$ cat src/rtl/vga_timing_gen.sv
// Parametrised VGA timing and test-pattern generator in the pixel clock domain.
// Stage-0 outputs are registered from the h/v counters; sync/video_on/rgb then pass through PIPE_DELAY stages.
module vga_timing_gen #(
  parameter int unsigned H_ACTIVE   = 640,
  parameter int unsigned H_FP       = 16,
  parameter int unsigned H_SYNC     = 96,
  parameter int unsigned H_BP       = 48,
  parameter int unsigned V_ACTIVE   = 480,
  parameter int unsigned V_FP       = 10,
  parameter int unsigned V_SYNC     = 2,
  parameter int unsigned V_BP       = 33,
  parameter bit          HSYNC_POL  = 1'b0,
  parameter bit          VSYNC_POL  = 1'b0,
  parameter int unsigned PIPE_DELAY = 0,
  parameter int unsigned CW         = 12
) (
  input  logic          clk,
  input  logic          reset_n,
  input  logic          pix_ce,
  input  logic [1:0]    mode,
  input  logic [11:0]   solid_rgb,
  output logic          hsync,
  output logic          vsync,
  output logic          video_on,
  output logic [3:0]    vga_r,
  output logic [3:0]    vga_g,
  output logic [3:0]    vga_b,
  output logic [CW-1:0] x,
  output logic [CW-1:0] y,
  output logic          pos_valid,
  output logic          line_start,
  output logic          frame_start,
  output logic [7:0]    frame_cnt
);

  localparam int unsigned H_TOTAL = H_ACTIVE + H_FP + H_SYNC + H_BP;
  localparam int unsigned V_TOTAL = V_ACTIVE + V_FP + V_SYNC + V_BP;

  localparam logic [CW-1:0] H_LAST   = CW'(H_TOTAL - 1);
  localparam logic [CW-1:0] V_LAST   = CW'(V_TOTAL - 1);
  localparam logic [CW-1:0] H_ACT    = CW'(H_ACTIVE);
  localparam logic [CW-1:0] V_ACT    = CW'(V_ACTIVE);
  localparam logic [CW-1:0] HS_START = CW'(H_ACTIVE + H_FP);
  localparam logic [CW-1:0] HS_END   = CW'(H_ACTIVE + H_FP + H_SYNC);
  localparam logic [CW-1:0] VS_START = CW'(V_ACTIVE + V_FP);
  localparam logic [CW-1:0] VS_END   = CW'(V_ACTIVE + V_FP + V_SYNC);
  localparam logic [CW-1:0] BAR_LAST = CW'(H_ACTIVE / 8 - 1);

  typedef struct packed {
    logic        hsync;
    logic        vsync;
    logic        video_on;
    logic [11:0] rgb;
  } vid_t;

  localparam vid_t VID_IDLE = '{hsync: ~HSYNC_POL, vsync: ~VSYNC_POL, video_on: 1'b0, rgb: 12'h000};

  logic          rst_meta;
  logic          rst_n;
  logic [CW-1:0] h_cnt;
  logic [CW-1:0] v_cnt;
  logic [CW-1:0] bar_px;
  logic [2:0]    bar_idx;
  logic [1:0]    mode_q;
  logic          seen_frame;
  logic          frame_origin;
  logic          active;
  logic [1:0]    mode_eff;
  logic [7:0]    fc_next;
  logic [11:0]   pat_rgb;
  vid_t          stage0;
  vid_t          vid_out;

  // Reset asserts immediately with reset_n but is released on a clock edge.
  always_ff @(posedge clk or negedge reset_n) begin
    // NOTE: sequential state uses <= so every flop samples pre-edge values, independent of statement order.
    if (!reset_n) {rst_n, rst_meta} <= 2'b00;
    else          {rst_n, rst_meta} <= {rst_meta, 1'b1};
  end

  always_ff @(posedge clk or negedge rst_n) begin
    if (!rst_n) begin
      h_cnt <= '0;
      v_cnt <= '0;
    end else if (pix_ce) begin
      if (h_cnt == H_LAST) begin
        h_cnt <= '0;
        v_cnt <= (v_cnt == V_LAST) ? '0 : v_cnt + 1'b1;
      end else begin
        h_cnt <= h_cnt + 1'b1;
      end
    end
  end

  // Bar index tracks h_cnt without a divider: bar_px counts pixels within the current bar.
  always_ff @(posedge clk or negedge rst_n) begin
    if (!rst_n) begin
      bar_px  <= '0;
      bar_idx <= '0;
    end else if (pix_ce) begin
      if (h_cnt == H_LAST) begin
        bar_px  <= '0;
        bar_idx <= '0;
      end else if (bar_px == BAR_LAST) begin
        bar_px  <= '0;
        bar_idx <= (bar_idx == 3'd7) ? 3'd7 : bar_idx + 3'd1;
      end else begin
        bar_px <= bar_px + 1'b1;
      end
    end
  end

  assign frame_origin = (h_cnt == '0) && (v_cnt == '0);
  assign active       = (h_cnt < H_ACT) && (v_cnt < V_ACT);
  // The origin pixel already uses the mode being latched on this cycle.
  assign mode_eff     = frame_origin ? mode : mode_q;
  assign fc_next      = (frame_origin && seen_frame) ? frame_cnt + 8'd1 : frame_cnt;

  always_comb begin
    // NOTE: default assignment first so no path leaves pat_rgb unassigned and no latch is inferred.
    pat_rgb = 12'h000;
    case (mode_eff)
      2'd0:    pat_rgb = {{4{~bar_idx[2]}}, {4{~bar_idx[1]}}, {4{~bar_idx[0]}}};
      2'd1:    pat_rgb = (h_cnt[5] ^ v_cnt[5]) ? 12'hFFF : 12'h000;
      2'd2:    pat_rgb = {h_cnt[7:4], v_cnt[7:4], fc_next[3:0]};
      default: pat_rgb = solid_rgb;
    endcase
    if (!active) pat_rgb = 12'h000;
  end

  always_ff @(posedge clk or negedge rst_n) begin
    if (!rst_n) begin
      x           <= '0;
      y           <= '0;
      pos_valid   <= 1'b0;
      line_start  <= 1'b0;
      frame_start <= 1'b0;
      frame_cnt   <= 8'd0;
      mode_q      <= 2'd0;
      seen_frame  <= 1'b0;
      stage0      <= VID_IDLE;
    end else begin
      // Strobes are qualified by pix_ce so they last one clock even with a sparse enable.
      line_start  <= pix_ce && (h_cnt == '0);
      frame_start <= pix_ce && frame_origin;
      if (pix_ce) begin
        x         <= h_cnt;
        y         <= v_cnt;
        pos_valid <= active;
        frame_cnt <= fc_next;
        stage0    <= '{hsync:    ((h_cnt >= HS_START) && (h_cnt < HS_END)) ? HSYNC_POL : ~HSYNC_POL,
                       vsync:    ((v_cnt >= VS_START) && (v_cnt < VS_END)) ? VSYNC_POL : ~VSYNC_POL,
                       video_on: active,
                       rgb:      pat_rgb};
        if (frame_origin) begin
          mode_q     <= mode;
          seen_frame <= 1'b1;
        end
      end
    end
  end

  generate
    if (PIPE_DELAY == 0) begin : g_no_delay
      assign vid_out = stage0;
    end else begin : g_delay
      vid_t pipe [PIPE_DELAY];
      always_ff @(posedge clk or negedge rst_n) begin
        // NOTE: delay-line stages are reset, unlike a RAM, so idle sync levels show before the first pixel drains out.
        if (!rst_n) begin
          for (int i = 0; i < int'(PIPE_DELAY); i++) pipe[i] <= VID_IDLE;
        end else if (pix_ce) begin
          pipe[0] <= stage0;
          for (int i = 1; i < int'(PIPE_DELAY); i++) pipe[i] <= pipe[i-1];
        end
      end
      assign vid_out = pipe[PIPE_DELAY-1];
    end
  endgenerate

  assign hsync                 = vid_out.hsync;
  assign vsync                 = vid_out.vsync;
  assign video_on              = vid_out.video_on;
  assign {vga_r, vga_g, vga_b} = vid_out.rgb;

endmodule

$ cat config.mk
export PLATFORM = sky130hd
export DESIGN_NAME = vga_timing_gen
export DESIGN_NICKNAME = d
export VERILOG_FILES = /design/src/rtl/vga_timing_gen.sv
export SDC_FILE = /design/constraint.sdc
export NUM_CORES = 1
export LEC_CHECK = 0
export ABC_CLOCK_PERIOD_IN_PS = 6800
export CAP_MARGIN = 30
export CORE_MARGIN = 1
export CORE_UTILIZATION = 50
export CTS_CLUSTER_SIZE = 25
export DETAILED_ROUTE_END_ITERATION = 10
export GPL_TIMING_DRIVEN = 0
export PLACE_DENSITY = 0.75
export SETUP_SLACK_MARGIN = 0.15
export SLEW_MARGIN = 20
export SYNTH_ARGS = -nofsm -noshare
export SYNTH_HDL_FRONTEND = slang
export SYNTH_SLANG_ARGS = --single-unit
$ cat constraint.sdc
create_clock -name clk -period 6.8 [get_ports clk]
set_input_delay 1.7 -clock clk [delete_from_list [all_inputs] [get_ports clk]]
set_output_delay 1.7 -clock clk [all_outputs]
set_load 0.01 [all_outputs]
**After elaboration in Yosys (flattened, before gate mapping)**

Index checks and enable logic that the tools add are counted.

- Flip-flop bits (word level): 93
- Output and inout port bits: 50

- $add $sub $neg: 5
- $lt $le $gt $ge: 6
- Equal/unequal tests: 6
- Mux-type cells: 14
- Bitwise operators: 4
- Reductions and logical operators: 15

Operators with widths:

| cell | number |
|---|---|
| 12-bit 2-to-1 mux | 6 |
| 12-bit by 1-bit adder with 12-bit output, second input constant | 3 |
| 12-bit one-hot mux with 3 select lines | 1 |
| 12-bit by 10-bit equality test with 1-bit output, second input constant | 2 |
| 12-bit logical NOT | 2 |
| 12-bit by 10-bit < comparator with 1-bit output, second input constant | 2 |
| 12-bit by 9-bit < comparator with 1-bit output, second input constant | 2 |
| 12-bit by 7-bit equality test with 1-bit output, second input constant | 1 |
| 12-bit by 10-bit greater-or-equal comparator with 1-bit output, second input constant | 1 |
| 12-bit by 9-bit greater-or-equal comparator with 1-bit output, second input constant | 1 |
| 3-bit 2-to-1 mux | 3 |
| 8-bit by 1-bit adder with 8-bit output, second input constant | 1 |
| 2-bit AND reduction | 4 |
| 1-bit logical AND | 7 |
| 4-bit 2-to-1 mux | 1 |
| 3-bit by 1-bit adder with 3-bit output, second input constant | 1 |
| 3-bit equality test, second input constant | 1 |
| 1-bit NOT | 3 |
| 2-bit by 1-bit equality test with 1-bit output, second input constant | 1 |
| 2-bit equality test, second input constant | 1 |
| 2-bit logical NOT | 1 |
| 1-bit 2-to-1 mux | 2 |
| 2-bit 2-to-1 mux | 1 |
| 2-bit nonzero test | 1 |
| 1-bit bitwise XOR | 1 |

**Logic depth before layout (Yosys ltp)**

- Depth in word-level cells: 6
- Depth in mapped cells: 9
- Gate-level depth less buffers: 8

**Worst setup path after synthesis**

No wires, ideal clock.

- Path type: input to register
- Start point: input port pix_ce
- End point: register v_cnt[6]
- Data arrival time: 3,011 ps
- Path slack: 3,664 ps
- Cell stages on the path: 6
- Path buffers: 2
- Cell sequence: clkbuf_1 > nand4_1 > nor3_1 > buf_2 > nand4_1 > xnor2_1

- Longest elaborated chain between the ends: 1

RTL lines:

| what | line | text |
|---|---|---|
| from (decl) | 19 | `input logic pix_ce,` |
| 2-bit AND reduction (no source line) | n/a |  |
| to (signal assigned) | 88 | `v_cnt <= (v_cnt == V_LAST) ? '0 : v_cnt + 1'b1;` |
| to (decl) | 61 | `logic [CW-1:0] v_cnt;` |

Every way passes these cells.
A chain may end at the register's enable or synchronous reset.

==> flow_metrics.tcl <==
set metrics [dict create \
    rows 34 \
    syn_avg_cell_area_um2 10.9 \
    vdd_drop_max_mv 0.158 \
    portBuffers 65 \
    gp_congestion 0.873 \
    synth_cell_types 59 \
    clk_pin_slew_worst_paths_ns 0.09 \
    layout_commonest_cell "dfrtp_1" \
    die_area_um2 9290 \
    ant_nets 0 \
    cp_top_family "simple AND/OR/NAND/NOR gates" \
    ctsHoldBuffers 0 \
    num_vias 3387 \
    slowest_delay_ns 0.83 \
    cp-end-kind "flop" \
    synthFlopType "dfrtp_1" \
    drc 1 \
    fin_crit_ns 3.54 \
    cts_tree "built" \
    area_growth_pct 23.0 \
    synth_top_family_by_area "simple AND/OR/NAND/NOR gates" \
    synth_edf_count 0 \
    cts.sinks 93 \
    final_cell_mix "90 x dfrtp_1, 65 x clkdlybuf4s50_1, 32 x nor2_1, 26 x nand2_1, 26 x mux2_2" \
    drv_slew 0 \
    p_leak_nw 2.38 \
    grt_overflow 0 \
    gr-usage-all-layers_pct 23.3 \
    finalSetupTns_ns 0 \
    rsz0062_at_grt "no" \
    start_util_pct 51.3 \
    vias_per_cell 5.65 \
    antenna_cells 0 \
    drv_cap 0 \
    coreArea_um2 8680 \
    fin_util_pct 63.1 \
    synthDominantCellAreaShare_pct 51.1 \
    synth_seq_cells 93 \
    crit_path_frequent_cell "clkbuf_1" \
    syn_inst 409 \
    drtPass1Iterations 7 \
    synth_simple_gate_area_share_pct 16.2 \
    synthXorXnorAreaFrac_pct 6.68 \
    postCtsSetupRepairBufs 0 \
    wl_per_cell_um 16.4 \
    drt-initial-drc-count 156 \
    syn_area_um2 4460 \
    antenna_found_initial 0 \
    cp_slowest_cell "nor4b_1" \
    yosysTopAreaCell "dfrtp_1" \
    synth_fp_nets 433 \
    grt_max_degree 53 \
    clkLatencyLatePin_ns 0.37 \
    clock_skew_ns 0.0102 \
    clk_path_buf_depth 2 \
    violations "DRC" \
    drive_gt1_share_pct 13.2 \
    grt_pass1_wl_um 16400 \
    routed_wl_um 9820 \
    htreeDepth 3 \
    crit_required_ns 7.09 \
    path_cells "clkbuf_1 > nand3_1 > nor4b_1 > clkbuf_1 > o21ai_0 > o2bb2ai_1" \
    synthArstFlopShare_pct 100 \
    die_y_um 96.4 \
    startpoint_type "input pin" \
    fillers 734 \
    hold_path.class "reg -> async" \
    synth-compound-area-share_pct 10.6 \
    cts_buffers 9 \
    ys_top_cells_by_area "dfrtp_1 51%, mux2_2 6.6%, xnor2_1 3.7%, xor2_1 2.9%, o21ai_0 2.7%" \
    synthAdderAreaFrac_pct 1.97 \
    boundaryPins 67 \
    status "finished, violations left" \
    worst-slew-pin-transition_ns 0.952 \
    power.density_nw_per_um2 228 \
    setup_viol 0 \
    critical_path_class "in -> reg" \
    holdWs_ns 0.324 \
    cp.buffers_inverters 2 \
    first_global_vias 3407 \
    arrival_ns 3.83 \
    fp.dieW_um 96.4 \
    hold_viol 0 \
    fin_nets 510 \
    synthMuxAreaShare_pct 8.73 \
    seq_area_frac_synth_pct 52.3 \
    dpl.hpwl_um 6950 \
    cp_max_fo 10 \
    clockRootBuffer "clkbuf_8" \
    fmax_ghz 0.283 \
    yosys_warnings 0 \
    finalCritPeriodShare_pct 52.0 \
    cts_resized 0 \
    relSlewSlack_pct 35.7 \
]
worst register-to-register path, stage by stage, from the launching register on:
cell       delay (ns)
dfrtp_1          0.45
inv_1            0.10
ha_1             0.13
or4b_1           0.49
or2_4            0.28
nor3_4           0.28
buf_6            0.20
mux2i_1          0.42
a21oi_1          0.11
o2bb2ai_1        0.16
power by group:
group / total [W] / leakage [nW] / switching (W) / internal, W
logic: 0.000207 / 1.10 / 0.000101 / 0.000106
clock network: 0.000389 / 0.0951 / 0.000207 / 0.000182
registers: 0.000655 / 1.19 / 0.0000507 / 0.000604
total: 0.00125 / 2.38 / 0.000359 / 0.000892
cells by family after synthesis:
logic type | Yosys count
AND/OR/NAND/NOR | 133
AO/OA/AOI/OAI | 72
multiplexers | 35
other | 1
buffers and inverters | 34
flip-flops | 93
XOR/XNOR | 34
adder cells (fa/ha/maj) | 7
final timing paths:
check                      startpoint  endpoint  slack, ns  cells past startpoint
setup / recovery               pix_ce  vga_g[0]       3.26                      6
hold / removal                  rst_n      x[3]       0.32                      0
hold reg to reg                 rst_n      x[3]       0.32                      0
setup reg to reg             v_cnt[1]  vga_g[3]       4.12                      9
min in group clk             rst_meta     rst_n       0.37                      0
max in group asynchronous     reset_n     rst_n       5.19                      1
flip-flops by register name, summed over array words and instances, names as in the netlist:
register and flops:
video_on 1, vga_g 4, rst_meta 1, y 12
bar_idx 3, vsync 1, bar_px 12, seen_frame 1
rst_n 1, x 12, mode_q 2, frame_start 1
hsync 1, vga_b 4, vga_r 4, v_cnt 12
line_start 1, h_cnt 12, frame_cnt 8
metal layers:
metal	vias up	global-route usage, %	part of all wire, %
met5	-	0	0
met2	86	35.9	47
met3	10	3.68	4.5
met4	0	9.44	1.4
met1	1675	33.1	47
li1	1616	-	-
cell usage after synthesis (all sizes together), types with 2 or more instances:
cell     number
dfrtp        91
nor2         32
mux2         28
nand2        26
o21ai        25
xnor2        19
nand3        15
xor2         15
a21oi        13
clkbuf       12
nand4        12
inv          11
o2bb2ai      11
and3         10
buf          10
nor3         10
ha            7
mux2i         7
o22ai         6
nand2b        4
nor4          3
o31a          3
o31ai         3
or4           3
a21o          2
a22oi         2
and2          2
and4          2
dfstp         2
nand3b        2
nand4b        2
nor4b         2
or2           2
or3           2
or4b          2
stage by stage:
step / instance area [µm²] / worst slack [ns] / std cells / total power (W)
6_report: 5480 / 3.26 / 599 / 0.00125
3_3_place_gp: 5240 / 2.93 / 582 / 0.000866
4_1_cts: 5480 / 3.30 / 599 / 0.00126
5_1_grt: 5480 / 3.10 / 599 / 0.00131
3_5_place_dp: 5270 / 2.92 / 583 / 0.000874
2_1_floorplan: 4460 / 3.66 / 409 / 0.000779
layout make-up:
cell class                 count  area, µm²  area share, %
clock buffer                  10        138           2.51
multi-input combinational    282       1970           36.0
tap                          108        135           2.47
clock inverter                 6       70.1           1.28
timing repair buffer          66        678           12.4
buffer                        22        106           1.94
sequential                    93       2330           42.6
inverter                      12       45.0          0.822
(Power assumes the default switching activity.)
